## config.mk

```make
export PLATFORM = sky130hd
export DESIGN_NAME = nibble_serial_adder
export DESIGN_NICKNAME = d
export VERILOG_FILES = /design/src/rtl/nibble_serial_adder.sv
export SDC_FILE = /design/constraint.sdc
export NUM_CORES = 1
export LEC_CHECK = 0
export CAP_MARGIN = 20
export CELL_PAD_IN_SITES_DETAIL_PLACEMENT = 2
export CELL_PAD_IN_SITES_GLOBAL_PLACEMENT = 2
export CORE_MARGIN = 2
export CORE_UTILIZATION = 27
export CTS_CLUSTER_DIAMETER = 150
export DETAILED_ROUTE_END_ITERATION = 6
export PLACE_DENSITY_LB_ADDON = 0.08
export SKIP_CTS_REPAIR_TIMING = 1
export SYNTH_ARGS = -nofsm -noshare
export SYNTH_HDL_FRONTEND = slang
export SYNTH_SLANG_ARGS = --single-unit
```

## constraint.sdc

```tcl
create_clock -name clk -period 1.92 [get_ports clk]
set_input_delay 0.384 -clock clk [delete_from_list [all_inputs] [get_ports clk]]
set_output_delay 0.384 -clock clk [all_outputs]
set_load 0.05 [all_outputs]
```

## src/rtl/nibble_serial_adder.sv

```systemverilog
// Multi-word adder sequencer: feeds an external 4-bit ripple-carry adder one nibble per cycle, LSB first.
// Optional signed-overflow flag is built only when NSA_OVERFLOW_EN is defined.
module nibble_serial_adder #(
  parameter int NIBBLES = 4,
  localparam int W = 4 * NIBBLES,
  localparam int IW = $clog2(NIBBLES)
) (
  input  logic         clk,
  input  logic         rst,
  input  logic         start,
  input  logic [W-1:0] a_in,
  input  logic [W-1:0] b_in,
  input  logic         cin_in,
  output logic         busy,
  output logic         done,
  output logic [W-1:0] result,
  output logic         cout,
  output logic         ovf,
  output logic [3:0]   add_a,
  output logic [3:0]   add_b,
  output logic         add_cin,
  input  logic [3:0]   add_sum,
  input  logic         add_cout
);

  typedef enum logic [1:0] {IDLE, RUN, DONE} state_t;

  state_t                  state_q, state_d;
  logic [NIBBLES-1:0][3:0] a_reg, b_reg, res_q;
  logic                    carry_reg, cout_q;
  logic [IW-1:0]           idx;
  logic                    last;

  assign last = (idx == IW'(NIBBLES - 1));

  // NOTE: every output of an always_comb gets a default first, so no path can infer a latch.
  always_comb begin
    state_d = state_q;
    unique case (state_q)
      IDLE:    if (start) state_d = RUN;
      RUN:     if (last)  state_d = DONE;
      DONE:    state_d = IDLE;
      default: state_d = IDLE;
    endcase
  end

  // NOTE: sequential state uses non-blocking assignments so every register samples pre-edge values.
  always_ff @(posedge clk) begin
    if (rst) state_q <= IDLE;
    else     state_q <= state_d;
  end

  always_ff @(posedge clk) begin
    if (rst) begin
      a_reg     <= '0;
      b_reg     <= '0;
      res_q     <= '0;
      carry_reg <= 1'b0;
      cout_q    <= 1'b0;
      idx       <= '0;
    end else begin
      unique case (state_q)
        IDLE: if (start) begin
          a_reg     <= a_in;
          b_reg     <= b_in;
          carry_reg <= cin_in;
          idx       <= '0;
          res_q     <= '0;
          cout_q    <= 1'b0;
        end
        RUN: begin
          res_q[idx] <= add_sum;
          carry_reg  <= add_cout;
          // idx parks on the last slice instead of wrapping.
          if (last) cout_q <= add_cout;
          else      idx    <= idx + 1'b1;
        end
        default: ;
      endcase
    end
  end

`ifdef NSA_OVERFLOW_EN
  logic ovf_q;

  // Signed overflow: equal operand signs but the final sum sign differs.
  always_ff @(posedge clk) begin
    if (rst) begin
      ovf_q <= 1'b0;
    end else if (state_q == IDLE && start) begin
      ovf_q <= 1'b0;
    end else if (state_q == RUN && last) begin
      ovf_q <= (a_reg[NIBBLES-1][3] == b_reg[NIBBLES-1][3]) &&
               (add_sum[3] != a_reg[NIBBLES-1][3]);
    end
  end

  assign ovf = ovf_q;
`else
  assign ovf = 1'b0;
`endif

  always_comb begin
    add_a   = 4'd0;
    add_b   = 4'd0;
    add_cin = 1'b0;
    if (state_q == RUN) begin
      add_a   = a_reg[idx];
      add_b   = b_reg[idx];
      add_cin = carry_reg;
    end
  end

  assign busy   = (state_q != IDLE);
  assign done   = (state_q == DONE);
  assign result = res_q;
  assign cout   = cout_q;

endmodule
```

---- Word-level counts from Yosys, hierarchy flattened ----
Cells that the tools add are included.
word-level totals
  output and inout port bits .............. 29
  flip-flop bits (word level) ............. 54
  bits of input ports ..................... 41
operators by class
  order comparisons ....................... 2
  reduce and logical (&&, ||, !) cells .... 9
  mux-type cells .......................... 23
  equal/unequal tests ..................... 6
  add/subtract/negate cells ............... 1
operator list
  operator                                                                      number
  16-bit case mux with 2 select lines                                           1
  4-bit 2-to-1 mux                                                              5
  4-bit binary-select mux with 2-bit select                                     2
  16-bit bitwise mux                                                            1
  16-bit 2-to-1 mux                                                             1
  4-bit demux with 2-bit select                                                 1
  2-bit 2-to-1 mux                                                              4
  2-bit case mux with 2 select lines                                            2
  2-bit != test, second input constant                                          3
  2-bit AND reduction                                                           3
  3-bit AND reduction                                                           2
  2-bit == test, second input constant                                          2
  1-bit 2-to-1 mux                                                              4
  1-bit case mux with 2 select lines                                            2
  2-bit nonzero test                                                            2
  2-bit by 3-bit less-than comparator with 1-bit output, second input constant  1
  2-bit by 1-bit adder with 2-bit output, second input constant                 1
  2-bit by 1-bit == test with 1-bit output, second input constant               1
  2-bit by 1-bit >= comparator with 1-bit output, second input constant         1
  2-bit logical NOT                                                             1
  1-bit logical AND                                                             1

---- Depth between registers and ports, before layout ----
  depth after elaboration ................. 6
  gate-level depth with buffers ........... 6

---- Worst setup path after synthesis ----
No wires, ideal clock.
  path kind ............................... register to output
  start ................................... register idx[0]
  end ..................................... output add_a[1]
  buffers on the path ..................... 1
  stages on the path, launching flop included .. 4
  arrival time ............................ 1493 ps
  data required time ...................... 1536 ps
  slack ................................... 43 ps
  cells stage by stage .................... dfxtp_1 buf_2 mux4_2 and2_1
on the way
  longest elaborated chain between the ends .. 3
ends and longest elaborated chain
  element                                    RTL line  RTL
  from (decl)                                31        logic [IW-1:0] idx;
  from (signal assigned)                     76        else idx <= idx + 1'b1;
  4-bit binary-select mux with 2-bit select  108       add_a = a_reg[idx];
  4-bit 2-to-1 mux (not written as such)     108
  4-bit 2-to-1 mux                           107       if (state_q == RUN) begin
  to (decl)                                  19        output logic [3:0] add_a,
No other way between the ends. The select of a mux whose other input is x is not followed.

---- Final worst setup path ----
  start ................................... register idx[0]
  end ..................................... output add_b[2]
on the way
  longest elaborated chain between the ends .. 3
ends and longest elaborated chain
  element                                    RTL line  RTL
  4-bit binary-select mux with 2-bit select  109       add_b = b_reg[idx];
  4-bit 2-to-1 mux (not written as such)     109
  4-bit 2-to-1 mux                           107
  to (decl)                                  20        output logic [3:0] add_b,
No other way between the ends. The select of a mux whose other input is x is not followed.

==> summary by stage <==
Synthesis
The sequential share of the synthesized area is between 40% and 50%. In this run, synthesis produced a sequential element count of 54. The netlist area before placement is between 2000 and 2500 µm².

Counting every net in the synthesized netlist gives slightly above 300. The number of enable flip-flop cells after synthesis is 0. The fraction of registers with async set/reset is 0%. The number of different library cells in the post-synthesis netlist is 33.

A synthesized cell averages between 8 and 9 µm². Counting every instance in the synthesized netlist gives ~270. The warning count from the yosys run is 0. The most used flip-flop cell after synthesis is dfxtp_1.

Pwr
The largest voltage drop on the vdd net is 0.420 mV. The switching part of the total is 26.2%. The proportion of power drawn by combinational gates is between 20% and 30%. For this design the static power due to leakage is about 0.0013 µW. The cell internal power dissipation is 1810 µW.

In this run the power density over the cells is between 600 and 700 nW/µm². Summed over all nets, the switching power comes to 645 µW. The share of total power in the clock network is a little under a third.

Sequential cells account for between 40% and 50% of the total power. After layout, the design draws a total of 2460 µW.

Clock tree
The cell at the root of the clock tree is clkbuf_8. The TritonCTS sink count is 54. The clock passes through at most 2 buffers. Clock-pin slew was measured on the worst setup and hold paths at roughly 90 ps. The H-tree level count is 2. Clock latency on the worst-skew pair, taken at its later pin, is roughly 310 ps. TritonCTS built the clock tree.

The TritonCTS buffer count is 5.

STA
Setup repair after global routing could not meet its margin everywhere. The worst path uses 104% of the clock period. The number of hold violations in the final report came to 0. Timing would allow up to 499 MHz. The smallest setup slack after layout is -82.4 ps.

The tightest slew margin relative to the limit is between 60% and 70%. The max-slew violation count is 0. The setup TNS is -437 ps. The number of endpoints failing setup at the final stage is 7. After layout, the minimum clock period comes to ~2000 ps.

For the pin with the worst max-slew slack, the measured transition is around 520 ps. On the final layout, the worst clock skew is roughly 10 ps.

Layout
The library cell used most frequently in the layout, excluding fill and tap cells, is nand2_1. In the final design database the tool counted between 300 and 400 nets. The library cells used most frequently in the layout, excluding fill and tap cells, are nand2_1 (68), clkdlybuf4s50_1 (51), dfxtp_1 (50).

The area growth from synthesis to layout is 49.3%. The ratio of cells with drive above 1 in the final layout is between 15 and 20%. The repair_antennas step left the layout with diodes totalling 0. Once layout is complete, the utilization of the core stands at 40.9%.

Setup path
The worst setup path is of the reg -> out kind. Data on the critical path is required at its endpoint by around 1500 ps. The arrival time of the worst setup path is about 1600 ps. The highest fanout seen on the critical path is 6. The sort of element at the start of the critical path is a flop. The kind of end point of the critical path is a primary output.

Floorplan
The floorplan step defined a die boundary enclosing ~9500 µm². The row count is 34. The effective utilization at floorplan is a little over a quarter.

The vertical extent of the die is approximately 97 µm. 70 I/O pins were placed. From left edge to right edge, the die measures between 90 and 100 µm.

The total area inside the core boundary comes to approximately 8600 µm².

Drt
The number of detailed-routing iterations run before antenna repair is 4. The total wirelength of the detailed-routed design is just under 7000 µm. The routed via count divided by cell count is 4.67. The average detailed-routed wire length per instance is about 15 µm. The DRC violations left is 0.

Detailed routing inserted a total of roughly 2,100 vias. After the first detailed-routing iteration, the DRC count stood at around 40. The antenna violation net count after detailed routing is 0.

Placement
At the placement stage, the worst setup path has a slack of about 9.4 ps. The weighted congestion reported at the end of routability-driven placement is between 0.6 and 0.7. The number of I/O port buffers is 68.

Detailed placement finished with a half-perimeter wire length of around 5000 µm.

Global route
Global routing used 14.7% of the available tracks. The initial antenna violation count was 0. The global-route wire length before repair is 11,200 µm. The number of global-route vias before repair is ~2,300.

The overall overflow remaining after global route is 0. Entering global routing, the biggest net connects 34 pins.

Flow run
The count of max-cap constraint violations is 0.

Min path
The path class of the tightest hold or removal check is reg -> reg.

Outcome
The run finished, with violations left. The checks that failed: setup timing.
worst max-delay path: stages, from the launching register on:
cell	delay, ps
dfxtp_4	380
buf_12	130
mux4_2	500
and2_4	170
buf_12	140
routing by layer:
| metal | part of all wire, % | vias up | track usage, % |
|---|---|---|---|
| li1 | - | 1050 | - |
| met1 | 47 | 995 | 19.1 |
| met2 | 48 | 47 | 24.8 |
| met3 | 3.7 | 10 | 2.81 |
| met4 | 1.4 | 0 | 4.49 |
| met5 | 0 | - | 0 |
power groups by stage:
| stage | clock (µW) | combinational, µW | sequential [µW] |
|---|---|---|---|
| after floorplan | 0 | 231 | 1250 |
| after global placement | 0 | 472 | 1230 |
| after detailed placement | 0 | 481 | 1230 |
| after CTS | 792 | 482 | 1210 |
| after global routing | 821 | 539 | 1220 |
| final | 759 | 492 | 1210 |
cell families after synthesis:
| group | synth area share (%) |
|---|---|
| adder cells (fa/ha/maj) | 2.66 |
| buffers and inverters | 6.59 |
| other | 0.159 |
| AND/OR/NAND/NOR | 21.3 |
| AO/OA/AOI/OAI | 15.1 |
| multiplexers | 8.24 |
| flip-flops | 45.9 |
final timing paths:
kind                                from                     end  slack, ps  cells after the start
setup / recovery     idx[0]$_SDFFE_PP0P_                add_b[2]        -80                      4
hold / removal    b_reg[14]$_SDFFE_PP0P_  b_reg[14]$_SDFFE_PP0P_        460                      2
setup reg to reg     idx[0]$_SDFFE_PP0P_  result[6]$_SDFFE_PP0P_        190                      7
hold reg to reg   b_reg[14]$_SDFFE_PP0P_  b_reg[14]$_SDFFE_PP0P_        460                      2
metrics by stage:
stage               area [µm²]  cells  hold WS [ps]
global placement          3340    439           440
detailed placement        3340    439           451
finish                    3510    450           459
global route              3510    450           489
CTS                       3440    447           464
floorplan                 2350    265           433
Yosys cell counts (2+ instances only):
cell | count | area, µm²
a21oi_1 | 39 | 195
and2_1 | 9 | 56.3
buf_2 | 9 | 45.0
buf_4 | 2 | 15.0
clkbuf_1 | 7 | 26.3
dfxtp_1 | 54 | 1080
ha_1 | 5 | 62.6
inv_1 | 14 | 52.6
mux4_2 | 8 | 180
nand2_1 | 68 | 255
nand2b_1 | 5 | 31.3
nand3_1 | 2 | 10.0
nand3b_1 | 5 | 37.5
nor2b_1 | 2 | 12.5
o211ai_1 | 2 | 15.0
o21ai_0 | 4 | 20.0
o32ai_1 | 12 | 105
or4b_1 | 3 | 30.0
layout make-up:
class	count	area, µm²
Inverter	14	52.6
Multi-Input combinational cell	177	1140
Sequential cell	54	1090
Timing Repair Buffer	89	991
Tap cell	108	135
Clock buffer	7	76.3
Fill cell	939	5080
Clock inverter	1	30.0
(Power assumes the default switching activity.)
